==> src/rtl/tmds_pkg.sv <==
// Shared TMDS definitions: symbol/disparity widths and the four control tokens
// that both the encoder and the receive-side token detector rely on.
package tmds_pkg;

  localparam int SYM_W  = 10;
  localparam int DISP_W = 5;

  localparam logic [SYM_W-1:0] CT0 = 10'b1101010100;
  localparam logic [SYM_W-1:0] CT1 = 10'b0010101011;
  localparam logic [SYM_W-1:0] CT2 = 10'b0101010100;
  localparam logic [SYM_W-1:0] CT3 = 10'b1010101011;

  function automatic logic [SYM_W-1:0] ctrl_token(input logic [1:0] c);
    logic [SYM_W-1:0] tok;
    case (c)
      2'b00:   tok = CT0;
      2'b01:   tok = CT1;
      2'b10:   tok = CT2;
      2'b11:   tok = CT3;
      default: tok = CT0;
    endcase
    return tok;
  endfunction

endpackage

==> src/rtl/tmds_popcount8.sv <==
// Combinational ones-count of an 8-bit vector.
module tmds_popcount8 (
  input  logic [7:0] data_i,
  output logic [3:0] count_o
);

  always_comb begin
    count_o = 4'd0;
    for (int i = 0; i < 8; i++) begin
      count_o = count_o + {3'b000, data_i[i]};
    end
  end

endmodule

==> src/rtl/tmds_channel_encoder.sv <==
// Single-channel TMDS encoder: transition-minimising stage 1, DC-balancing stage 2
// with a running disparity counter; control tokens during blanking.
module tmds_channel_encoder
  import tmds_pkg::*;
#(
  parameter int PIPE_STAGES = 2
) (
  input  logic             clk,
  input  logic             reset,
  input  logic             ce,
  input  logic             de,
  input  logic [7:0]       d,
  input  logic [1:0]       c,
  output logic [SYM_W-1:0] q_out,
  output logic             q_valid
);

  if (PIPE_STAGES != 2) begin : g_bad_pipe_stages
    $error("tmds_channel_encoder: PIPE_STAGES must be 2");
  end

  logic [3:0]              d_ones;
  logic [3:0]              qm_ones;
  logic                    use_xnor;
  logic [8:0]              q_m_d, q_m_q;
  logic                    de_q;
  logic [1:0]              c_q;
  logic signed [DISP_W-1:0] cnt_d, cnt_q;
  logic [SYM_W-1:0]        q_out_d, q_out_q;
  logic                    valid1_q, q_valid_q;

  logic                    q8;
  logic signed [5:0]       diff;
  logic signed [5:0]       cnt6;
  logic signed [5:0]       two_q8;
  logic signed [5:0]       nxt6;

  tmds_popcount8 u_pop_d  (.data_i(d),            .count_o(d_ones));
  tmds_popcount8 u_pop_qm (.data_i(q_m_q[7:0]),   .count_o(qm_ones));

  always_comb begin
    logic prev;
    use_xnor = (d_ones > 4'd4) || ((d_ones == 4'd4) && !d[0]);
    prev     = d[0];
    q_m_d    = 9'd0;
    q_m_d[0] = d[0];
    for (int i = 1; i < 8; i++) begin
      prev     = use_xnor ? ~(prev ^ d[i]) : (prev ^ d[i]);
      q_m_d[i] = prev;
    end
    q_m_d[8] = ~use_xnor;
  end

  // diff is n1-n0 of q_m[7:0]; all disparity math is 6-bit signed, truncated to 5.
  always_comb begin
    q8      = q_m_q[8];
    diff    = $signed({1'b0, qm_ones, 1'b0}) - 6'sd8;
    cnt6    = {cnt_q[DISP_W-1], cnt_q};
    two_q8  = {4'b0000, q8, 1'b0};
    nxt6    = 6'sd0;
    q_out_d = ctrl_token(c_q);
    cnt_d   = 5'sd0;
    if (de_q) begin
      if ((cnt_q == 5'sd0) || (diff == 6'sd0)) begin
        q_out_d = {~q8, q8, q8 ? q_m_q[7:0] : ~q_m_q[7:0]};
        nxt6    = q8 ? (cnt6 + diff) : (cnt6 - diff);
      end else if (((cnt_q > 5'sd0) && (diff > 6'sd0)) ||
                   ((cnt_q < 5'sd0) && (diff < 6'sd0))) begin
        q_out_d = {1'b1, q8, ~q_m_q[7:0]};
        nxt6    = cnt6 + two_q8 - diff;
      end else begin
        q_out_d = {1'b0, q8, q_m_q[7:0]};
        nxt6    = cnt6 - (q8 ? 6'sd0 : 6'sd2) + diff;
      end
      cnt_d = nxt6[DISP_W-1:0];
    end else begin
      q_out_d = ctrl_token(c_q);
      cnt_d   = 5'sd0;
    end
  end

  always_ff @(posedge clk or posedge reset) begin
    if (reset) begin
      q_m_q     <= 9'd0;
      de_q      <= 1'b0;
      c_q       <= 2'b00;
      q_out_q   <= CT0;
      cnt_q     <= 5'sd0;
      valid1_q  <= 1'b0;
      q_valid_q <= 1'b0;
    end else if (ce) begin
      if (de) begin
        q_m_q <= q_m_d;
      end else begin
        c_q <= c;
      end
      de_q      <= de;
      q_out_q   <= q_out_d;
      cnt_q     <= cnt_d;
      valid1_q  <= 1'b1;
      q_valid_q <= valid1_q;
    end
  end

  assign q_out   = q_out_q;
  assign q_valid = q_valid_q;

endmodule
==> config.mk <==
export PLATFORM = sky130hd
export DESIGN_NAME = tmds_channel_encoder
export DESIGN_NICKNAME = d
export VERILOG_FILES = /design/src/rtl/tmds_pkg.sv /design/src/rtl/tmds_popcount8.sv /design/src/rtl/tmds_channel_encoder.sv
export SDC_FILE = /design/constraint.sdc
export NUM_CORES = 1
export LEC_CHECK = 0
export CAP_MARGIN = 15
export CORE_UTILIZATION = 40
export CTS_BUF_LIST = sky130_fd_sc_hd__clkbuf_8
export CTS_CLUSTER_DIAMETER = 100
export DETAILED_ROUTE_END_ITERATION = 10
export GPL_TIMING_DRIVEN = 0
export PLACE_DENSITY = 0.72
export REMOVE_ABC_BUFFERS = 1
export SLEW_MARGIN = 25
export SYNTH_ARGS = -nofsm -noshare
export SYNTH_HDL_FRONTEND = slang
export SYNTH_SLANG_ARGS = --single-unit
==> constraint.sdc <==
create_clock -name clk -period 4.9 [get_ports clk]
set_input_delay 1.47 -clock clk [delete_from_list [all_inputs] [get_ports clk]]
set_output_delay 1.47 -clock clk [all_outputs]
set_load 0.01 [all_outputs]
==> flow_summary.yaml <==
run_status:
  status: "complete, no violations"
yosys:
  ys_ff_latch: 28
  ys_types: 38
  yosysWarnings: 0
  seq_area_frac_synth_pct: 30.1
  async_flop_share_pct: 100
  synth_ff_type: "dfrtp_1"
  synthCells: 255
  syn-cell-area_mm2: 0.00235
  synth_edf_count: 0
  avgSynthCellArea_um2: 9.21
min_path:
  whs_endpoint: "valid1_q"
  holdPathStages: 1
  hold_start: "valid1_q"
  hold_class: "reg -> reg"
sta:
  hold_viol_final: 0
  clock.fmax_mhz: 213
  drv_slew: 0
  finalSetupViolCount: 0
  post-route-period-util_pct: 96.0
  timing.setup.tns_ns: 0
  skew_ns: 0.00483
  relSlewSlack_pct: 41.6
  worst_slack_ns: 0.195
  worst_pin_slew_ns: 0.874
  grt_setup_unrepaired: "false"
  post-route-min-period_ns: 4.71
grt:
  grt_pass1_vias: 1728
  overflow: 0
  grt_max_degree: 29
  grt_util_all_layers_pct: 16.0
  antenna_found_initial: 0
  grt_pass1_wl_um: 7870
cts:
  clk_latency_ns: 0.28
  numCtsBuffers: 3
  clock_path_buffers: 2
  postCtsHoldBufs: 0
  cts-root-buf: "clkbuf_8"
  tritoncts: "done"
  cts_max_level: 1
  cts_sinks: 28
  clk_pin_slew_ns: 0.10
run:
  drv_cap: 0
setup_path:
  cp_max_fo: 3
  critPathCaptureType: "flop"
  critPathKind: "in -> reg"
  worstReg2RegStart: "q_m_q[1]"
  r2r_cells: 16
  reg2reg_to: "cnt_q[4]"
  crit_required_ns: 5.05
  crit_arrival_ns: 4.86
  rrSetupSlack_ns: 0.27
  critPathLaunchType: "primary input"
routing:
  drtAntennaViolNets: 0
  viasPerCell: 4.97
  wl_per_cell_um: 13.1
  drtPass1Iterations: 4
  drc: 0
  finalWirelength_um: 4560
  drtIter0Drc: 127
  routed-via-count: 1726
cells_and_area:
  n_antenna_cell: 0
  final_nets: 328
  layout.cells.non_filler: 347
  final_core_util_pct: 49.7
  area_delta_synth_final_pct: 18.0
  drive_gt1_share_pct: 8.73
  most-common-layout-cells: "inv_1 (38), nor2_1 (27), ha_1 (24)"
  final_common_cell: "inv_1"
floorplanning:
  die_w_um: 78.6
  dieArea_mm2: 0.00619
  core-area_mm2: 0.00557
  die_h_um: 78.6
  row_count: 27
  start_util_pct: 42.2
  ios: 25
place:
  portBuffers: 24
  place_congestion: 0.831
  placedCellCount: 342
  dpl.hpwl_um: 3490
  pre_cts_slack_ns: -0.473
[worst max-delay path, cell delays in order]
cell and delay [ns]:
clkdlybuf4s50_1 0.44, ha_4 0.30, inv_1 0.05, fa_1 0.45, fa_1 0.49, inv_1 0.05, fa_1 0.40, fa_1 0.46
nor3b_2 0.20, o22ai_2 0.13, buf_4 0.17, xnor2_1 0.14, o21ai_0 0.09
[per-stage QoR]
stage	cell area [um^2]	hold WS (ns)
4_1_cts	2730	0.469
3_5_place_dp	2640	0.446
2_1_floorplan	2310	0.431
5_1_grt	2770	0.493
6_report	2770	0.467
3_3_place_gp	2640	0.446
[synth_stat cells (all sizes together) (4+ instances only)]
master	n	area (um^2)
xnor2	22	193
xor2	6	52.6
dfstp	5	131
o21ai	16	80.1
nor2	27	101
nand2	16	60.1
a21oi	15	75.1
o22ai	5	31.3
mux2i	4	40.0
dfrtp	23	576
clkbuf	7	26.3
fa	13	260
ha	25	313
inv	39	146
[per-layer routing]
layer  up-vias  wire length (um)  track usage (%)
met4         0                53             4.26
met5         -                 0                0
met3         5               138             1.05
li1        865                 -                -
met2        40              2320             28.9
met1       816              2050             20.6
[timing repair]
| action | in CTS | in global routing |
|---|---|---|
| gates resized for setup | 2 | 8 |
| setup endpoints to repair | 3 | 15 |
| endpoints found under the hold margin | 0 | 0 |
| pin swaps | 1 | 1 |
| setup buffers | 1 | 0 |
[cell families after synthesis]
group	Yosys count	synth area share, %
buffers and inverters	48	8.04
XOR/XNOR	29	11.4
adder cells (fa/ha/maj)	38	24.4
AND/OR/NAND/NOR	57	10.7
multiplexers	7	3.14
AO/OA/AOI/OAI	48	12.2
flip-flops	28	30.1
[flip-flops by register name, summed over array words and instances, names as in the netlist]
name / count
valid1_q: 1
q_m_q: 9
c_q: 2
de_q: 1
q_valid: 1
cnt_q: 4
q_out: 10
[cell type report]
type | count | area (um^2)
flip-flops and latches | 28 | 707
clock buffers | 3 | 41.3
inverters | 39 | 146
multi-input cells | 179 | 1510
repair buffers | 25 | 250
fillers | 544 | 2800
clock inverters | 1 | 30.0
well taps | 72 | 90.1
[worst max path at each step]
stage,to,start,depth (start not counted)
4_1_cts,q_out[5],q_m_q[1],14
2_1_floorplan,q_m_q[7],d[0],12
3_3_place_gp,q_m_q[7],d[0],13
3_5_place_dp,q_m_q[7],d[0],13
5_1_grt,q_m_q[7],d[1],13
6_report,q_m_q[3],d[1],13
Power is not shown: default switching activity piles up to over one toggle a cycle in this logic, so the estimate is an artifact.
